**config.mk**
```make
export PLATFORM = sky130hd
export DESIGN_NAME = alu_share_arbiter
export DESIGN_NICKNAME = d
export VERILOG_FILES = /design/src/rtl/alu_share_arbiter.sv
export SDC_FILE = /design/constraint.sdc
export NUM_CORES = 1
export LEC_CHECK = 0
export BUFFER_PORTS_ARGS = -buffer_cell sky130_fd_sc_hd__buf_2
export CORE_AREA = 2 2 167 169
export CTS_CLUSTER_SIZE = 12
export DETAILED_ROUTE_END_ITERATION = 10
export DIE_AREA = 0 0 169 171
export PLACE_DENSITY = 0.51
export SETUP_SLACK_MARGIN = 0.3
export SLEW_MARGIN = 20
export SYNTH_ARGS = -nofsm -noshare
export SYNTH_HDL_FRONTEND = slang
export SYNTH_SLANG_ARGS = --single-unit
export TNS_END_PERCENT = 1
```
**constraint.sdc**
```tcl
create_clock -name clk -period 5.2 [get_ports clk]
set_input_delay 1.04 -clock clk [delete_from_list [all_inputs] [get_ports clk]]
set_output_delay 1.04 -clock clk [all_outputs]
set_load 0.005 [all_outputs]
```
**src/rtl/alu_share_arbiter.sv**
```systemverilog
// alu_share_arbiter: round-robin share of one combinational ALU among NREQ requesters
// Ports:
//   clk, reset (async, active-low)
//   req_valid/req_ready  per-requester handshake (req_ready one-hot)
//   req_a/req_b/req_op   packed per-requester operands and ALU control
//   alu_a/alu_b/alu_cont drive to the external ALU; alu_result comes back
//   rsp_valid/rsp_ready  single registered response channel
//   rsp_id/rsp_result/rsp_err  tag, captured result, illegal-opcode flag
//   issue_cnt            wrapping count of accepted operations
module alu_share_arbiter #(
    parameter int NREQ = 4,
    parameter int IDW  = $clog2(NREQ)
) (
    input  logic                 clk,
    input  logic                 reset,
    input  logic [NREQ-1:0]      req_valid,
    output logic [NREQ-1:0]      req_ready,
    input  logic [32*NREQ-1:0]   req_a,
    input  logic [32*NREQ-1:0]   req_b,
    input  logic [3*NREQ-1:0]    req_op,
    output logic [31:0]          alu_a,
    output logic [31:0]          alu_b,
    output logic [2:0]           alu_cont,
    input  logic [31:0]          alu_result,
    output logic                 rsp_valid,
    input  logic                 rsp_ready,
    output logic [IDW-1:0]       rsp_id,
    output logic [31:0]          rsp_result,
    output logic                 rsp_err,
    output logic [15:0]          issue_cnt
);
    typedef enum logic {IDLE, FULL} state_t;
    localparam int             IW1    = IDW + 1;
    localparam logic [IDW:0]   NREQ_W = IW1'(NREQ);
    localparam logic [IDW-1:0] LAST   = IDW'(NREQ - 1);
    state_t         state_q, state_d;
    logic [IDW-1:0] rr_ptr_q, rr_ptr_d, rsp_id_q, rsp_id_d;
    logic [31:0]    rsp_result_q, rsp_result_d;
    logic           rsp_err_q, rsp_err_d;
    logic [15:0]    issue_cnt_q, issue_cnt_d;
    logic [31:0]    a_arr [NREQ];
    logic [31:0]    b_arr [NREQ];
    logic [2:0]     op_arr [NREQ];
    logic [NREQ-1:0] rot;
    logic [IDW-1:0] offs, gnt_id, sel;
    logic [IDW:0]   sum;
    logic           issue;
    genvar g;
    for (g = 0; g < NREQ; g++) begin : g_unpack
        assign a_arr[g]  = req_a[32*g +: 32];
        assign b_arr[g]  = req_b[32*g +: 32];
        assign op_arr[g] = req_op[3*g +: 3];
    end
    // Rotate valids so bit 0 is rr_ptr; the lowest set bit is the grant offset.
    always_comb begin
        rot  = NREQ'({req_valid, req_valid} >> rr_ptr_q);
        offs = '0;
        for (int k = NREQ - 1; k >= 0; k--)
            if (rot[k]) offs = IDW'(k);
        sum    = {1'b0, rr_ptr_q} + {1'b0, offs};
        gnt_id = (sum >= NREQ_W) ? IDW'(sum - NREQ_W) : sum[IDW-1:0];
        issue  = (state_q == IDLE || rsp_ready) && (|req_valid);
        sel    = issue ? gnt_id : rr_ptr_q;
    end
    assign req_ready = issue ? NREQ'(1) << gnt_id : '0;
    assign alu_a     = a_arr[sel];
    assign alu_b     = b_arr[sel];
    assign alu_cont  = op_arr[sel];
    // Issue overrides drain, so a drain+issue edge stays FULL with the new response.
    always_comb begin
        state_d      = issue ? FULL : (state_q == FULL && rsp_ready) ? IDLE : state_q;
        rr_ptr_d     = issue ? ((gnt_id == LAST) ? '0 : gnt_id + 1'b1) : rr_ptr_q;
        rsp_id_d     = issue ? gnt_id : rsp_id_q;
        rsp_err_d    = issue ? (alu_cont == 3'b101) : rsp_err_q;
        rsp_result_d = issue ? ((alu_cont == 3'b101) ? '0 : alu_result) : rsp_result_q;
        issue_cnt_d  = issue ? issue_cnt_q + 16'd1 : issue_cnt_q;
    end
    always_ff @(posedge clk or negedge reset) begin
        if (!reset) begin
            state_q      <= IDLE;
            rr_ptr_q     <= '0;
            rsp_id_q     <= '0;
            rsp_result_q <= '0;
            rsp_err_q    <= 1'b0;
            issue_cnt_q  <= '0;
        end else begin
            state_q      <= state_d;
            rr_ptr_q     <= rr_ptr_d;
            rsp_id_q     <= rsp_id_d;
            rsp_result_q <= rsp_result_d;
            rsp_err_q    <= rsp_err_d;
            issue_cnt_q  <= issue_cnt_d;
        end
    end
    assign rsp_valid  = (state_q == FULL);
    assign rsp_id     = rsp_id_q;
    assign rsp_result = rsp_result_q;
    assign rsp_err    = rsp_err_q;
    assign issue_cnt  = issue_cnt_q;
endmodule

```
[Yosys cells after proc, flatten, opt, wreduce, memory -nomap -nowiden]
Cells that the tools add are included.
Storage, ports and cells
  register bits: 54
  bits in latches: 0
  RAM bits: 0
  ROM bits: 0
  output and inout bits: 123
  memories: 0
Cells by class
  $add $sub $neg: 4
  multipliers: 0
  div/mod/pow operators: 0
  magnitude comparators: 2
  equal/unequal tests: 2
  shifts and indexed selects: 2
  mux-type cells: 20
  bitwise gates (word level): 2
  reductions and logical operators: 5
Operator list (number)
  $mux W32: 5
  $bmux W32 S2: 2
  $add A16 B1 Y16 const B: 1
  $mux W2: 7
  $shr A8 B2 Y4: 1
  $bmux W3 S2: 1
  $ge A3 B3 Y1 const B: 2
  $mux W3: 2
  $mux W4: 1
  $reduce_or A4 Y1: 1
  $shl A1 B2 Y4 const A: 1
  $add A2 B2 Y3: 1
  $eq A3 B3 Y1 const B: 1
  $not A2 Y3: 1
  $add A2 B1 Y2 const B: 1
  $eq A2 B2 Y1 const B: 1
  $logic_and A1 B1 Y1: 2
  $mux W1: 2
  $reduce_bool A2 Y1: 1
  $sub A2 B1 Y2 const B: 1
  $logic_or A1 B1 Y1: 1
  $not A1 Y1: 1

[Logic depth before layout (Yosys ltp)]
  word-level depth: 15
  mapped depth: 12
  depth with buffers taken out: 10

[Worst setup path after synthesis]
No wires, ideal clock.
  path kind: in2out
  from: input port req_valid[2]
  to: output port alu_b[22]
  data arrival time: 3.433 ns
  data required time: 4.160 ns
  setup slack: 0.727 ns
  stages on the path: 10
  path through: buf_2 or4_1 o211ai_1 ha_1 nand3_2 and2_1 buf_4 buf_6 buf_2 mux4_1
Between the ends
  word-level cells in the longest chain between the ends: 13
  elaborated cells on any way between the ends: 16
  classes of those cells: add/sub: 2; order compare: 1; shift: 1; mux: 9; bitwise: 1; reduce/logical: 2
RTL lines
  start: declaration: line 16  | input logic [NREQ-1:0] req_valid,
  $shr A8 B2 Y4 (*): line 56  | rot = NREQ'({req_valid, req_valid} >> rr_ptr_q);
  $mux W2 (3 in series): line 59  | if (rot[k]) offs = IDW'(k);
  $mux W2 (*): line 59
  $add A2 B2 Y3 (*): line 60  | sum = {1'b0, rr_ptr_q} + {1'b0, offs};
  $ge A3 B3 Y1 or $sub A2 B1 Y2 (tied branches): line 61  | gnt_id = (sum >= NREQ_W) ? IDW'(sum - NREQ_W) : sum[IDW-1:0];
  $mux W2 (*): line 61
  net gnt_id[0]: line 45  | logic [IDW-1:0] offs, gnt_id, sel;
  $mux W2 (*): line 63  | sel = issue ? gnt_id : rr_ptr_q;
  $not A2 Y3 (implied by the code) (*): line 67  | assign alu_b = b_arr[sel];
  $bmux W32 S2 (*): line 67
  $mux W32 (implied by the code) (*) (2 in series): line 67
  end: declaration: line 22  | output logic [31:0] alu_b,
The timed path passes the listed nets; every way through them passes the cells marked *. The select of a mux whose other input is x is not followed.

[Worst setup path after layout]
  from: input port req_valid[2]
  to: output port alu_b[25]
Same word-level chain as after synthesis.

==> reports/results.env <==
RSZ0062_AT_GRT='no'
FLOORPLAN.DIE_AREA_MM2=0.0289
DESIGN_POWER_TOTAL_mW=4.33
RELSLEWSLACK_PCT=47.6
SYNTH_EDF_COUNT=0
CLK_ROOT_BUFFER_CELL='clkbuf_16'
LAYOUT-DRIVE-GT1-SHARE_PCT=60.0
GPL.FINAL_WEIGHTED_CONGESTION=0.971
FF2FF_SETUP_SLACK_NS=1.77
NUMBER_OF_ANTENNA_VIOLATIONS_AT_THE_FIRST_CHECK_IN_GLOBAL_ROUTING=19
WORSTSETUPSTARTPOINTTYPE='input port'
POSTSYNTHAREAPERCELL_UM2=11.1
FIN_NETS=1194
FINAL-MAX-SLEW-VIOLATION-COUNT=0
TIMING_WORST_SLEW_PIN_VALUE_NS=0.786
DIE_W_UM=169
HIGHEST_ATTAINABLE_CLOCK_FREQUENCY_GHz=0.212
FINAL.MIN_CLOCK_PERIOD_NS=4.71
YOSYSSEQAREASHARE_PCT=25.1
VDD.IR_DROP.WORST_V=0.000284
NUMBER_OF_WARNINGS_PRINTED_DURING_YOSYS_SYNTHESIS=0
CRITICAL_PATH.MAX_FANOUT=14
DIE-HEIGHT_UM=171
POST_CTS_HOLD_BUFFER_COUNT=0
DRC_VIOLS=0
MAPPEDNETLISTAREA_MM2=0.00538
POSTROUTEANTENNANETS=0
NETLIST_INSTANCES=486
POSTROUTEWIRELENGTH_MM=32.3
LAYOUT.FILLER_CELLS=2961
HOLD_CLASS='flip-flop to flip-flop'
NUM_CTS_BUFFERS=5
YS_ASYNC_SR_FRACTION_PCT=100
DRT_PRE_ANTENNA_ITERS=5
NUM_VIAS=6445
WORSTPATHREQUIRED_NS=4.16
HTREE_LEVELS=2
HOLD_VIOLATIONS_FINAL=0
WORST-SETUP-PATH-TYPE='input port to output port'
TIMING.CRITICAL_PATH.MODE_CELL='buf_2'
CRITICAL_PATH.CELL_CHAIN='buf_2 > or4_1 > o211ai_1 > ha_1 > nand3_2 > and2_4 > buf_4 > mux4_1 > buf_2'
ROW_COUNT=61
CRITICAL_PATH.ENDPOINT_TYPE='output port'
START_UTIL_PCT=19.7
CRIT_PATH_MAX_INCR_DELAY_NS=0.67
MULTIINPUTGATEAREA_MM2=0.00377
CLOCK-SKEW-FINAL_NS=0.00715
CTS_RESIZED=0
PORT_BUFFERS=429
CLOCK_TREE_FROM_TRITONCTS='built'
SYNTH-SEQ-CELLS=54
SEQCELLAREA_MM2=0.00135
GRT_PASS1_WL_MM=43.7
GRT_MAX_DEGREE=68
FINALSETUPVIOLCOUNT=0
CAP_VIOL_MAX_COUNT=0
GLOBALROUTETOTALUTIL_PCT=21.0
CLOCK_SINKS=54
CP_DATA_ARRIVAL_TIME_NS=3.67
ITER_0_DRT_VIOLATIONS=432
PLACE.DETAILED.HPWL_MM=26.5
GLOBAL_ROUTE.OVERFLOW_TOTAL=0
PWR_CELL_AREA_mW_PER_MM2=536
WORSTSKEWPAIRLATENCY_NS=0.30
SETUP-TNS-FINAL_NS=0
CTS_BUFFER_DEPTH=2
GRT_PASS1_VIAS=6079
YS_DOMINANT_REG_CELL='dfrtp_1'
ROUTEDWLPERCELL_UM=26.0
POST_CTS.REPAIR.SETUP_BUFFERS=0
FINAL.PERIOD_UTILIZATION_PCT=90.7
SLOWEST_STAGE='mux4_1'
POWER_LEAKAGE_nW=4.08
IO_PINS=430
OUTCOME='finished clean'
NET_COUNT_OF_THE_MAPPED_NETLIST=799
POST_DRT_VIA_CELL_RATIO=5.19
FLOW.AREA_GROWTH_FROM_SYNTHESIS_PCT=50.2
NETLIST-CELL-TYPE-COUNT=50
CORE_AREA_MM2=0.0273
CLK_PIN_SLEW_WORST_PATHS_NS=0.08
==> critical path: cells and delay by family <==
kind | cells | cell delay, ns
buffers and inverters | 3 | 0.63
adder cells (fa/ha/maj) | 1 | 0.32
AO/OA/AOI/OAI | 1 | 0.10
multiplexers | 1 | 0.67
AND/OR/NAND/NOR | 3 | 0.90
==> stage by stage <==
stage          hold WS (ns)  util [%]  std cells  area (um^2)  worst slack (ns)
3_3_place_gp          0.458      28.8       1220         7860             0.515
4_1_cts               0.477      29.4       1228         8040             0.488
3_5_place_dp          0.464      28.8       1220         7860             0.502
6_report              0.475      29.5       1241         8070             0.486
2_1_floorplan         0.468         -        486         5380             0.727
5_1_grt               0.515      29.5       1233         8050             0.405
==> sequential cells by signal (all words and copies together) (netlist names) <==
register	cells
rsp_result	32
issue_cnt	16
rr_ptr_q	2
rsp_id	2
rsp_err	1
rsp_valid	1
==> routing by layer <==
| metal | vias up | global-route usage, % | routed length, um |
|---|---|---|---|
| met5 | - | 0 | 0 |
| met4 | 0 | 5.57 | 641 |
| met3 | 42 | 4.37 | 2850 |
| met2 | 384 | 32.9 | 14700 |
| met1 | 3215 | 29.5 | 14100 |
| li1 | 2804 | - | - |
==> cell usage in the layout (no fill, tap or decap), types with 2 or more instances in the layout <==
master	netlist	routed
o32ai_1	2	2
nor3_4	0	2
nand3b_1	33	33
a21oi_4	0	2
inv_1	4	4
nor2b_1	2	2
xnor2_1	11	11
or4_1	2	2
mux4_1	6	6
a211o_1	62	62
xor2_1	5	5
nor3b_1	2	2
o211ai_1	2	2
nor3_1	63	63
mux4_2	61	61
buf_12	0	2
nand2b_1	2	2
o21ai_1	2	2
and3b_1	2	2
dfrtp_1	54	54
a22o_1	33	33
nand2_1	17	17
nand3_1	8	8
nand4_1	3	3
and3_2	0	2
a221o_1	2	2
diode_2	0	13
clkbuf_16	0	5
nor2_1	15	14
o21ai_0	2	2
buf_2	17	429
buf_4	4	14
and3_1	8	6
ha_1	6	6
==> cells in the mapped netlist (8+ instances only) <==
master    instances  share of area [%]
a211o_1          62                 10
a22o_1           33                5.4
and3_1            8               0.93
buf_2            17                1.6
clkbuf_1         30                2.1
dfrtp_1          54                 25
mux4_2           61                 26
nand2_1          17                1.2
nand3_1           8               0.74
nand3b_1         33                4.6
nor2_1           15                1.0
nor3_1           63                5.9
xnor2_1          11                1.8
==> area by class of cell <==
class                   instances  area share, %
multi-input cells             371           46.7
repair buffers                445           28.4
flip-flops and latches         54           16.7
well taps                     346           5.36
clock buffers                   6           1.72
clock inverters                 2          0.480
diodes                         13          0.403
inverters                       4          0.186
==> final timing paths <==
kind                                  to  depth (start not counted)          start
hold reg to reg            issue_cnt[15]                          1  issue_cnt[15]
max in group asynchronous      rsp_id[0]                          2          reset
hold / removal             issue_cnt[15]                          1  issue_cnt[15]
min in group asynchronous  issue_cnt[14]                          2          reset
setup reg to reg           rsp_result[3]                         10    rr_ptr_q[0]
setup / recovery               alu_b[25]                          9   req_valid[2]
==> where the power goes <==
group	leakage (nW)	switching [mW]	internal [mW]
combinational	3.33	1.55	1.64
clock	0.0876	0.174	0.243
sequential	0.662	0.125	0.592
==> logic make-up (layout without fill, tap and decap cells) <==
family / after synthesis / in the layout / share of synthesized area (%)
buf+inv: 61 / 457 / 5.84
xor+xnor: 17 / 17 / 3.12
other cells: 0 / 13 / 0
simple gates: 164 / 164 / 17.2
flops: 54 / 54 / 25.1
fa+ha+maj: 6 / 6 / 1.40
mux: 70 / 70 / 29.2
compound gates: 114 / 114 / 18.1
Power figures use the tool's default switching activity.
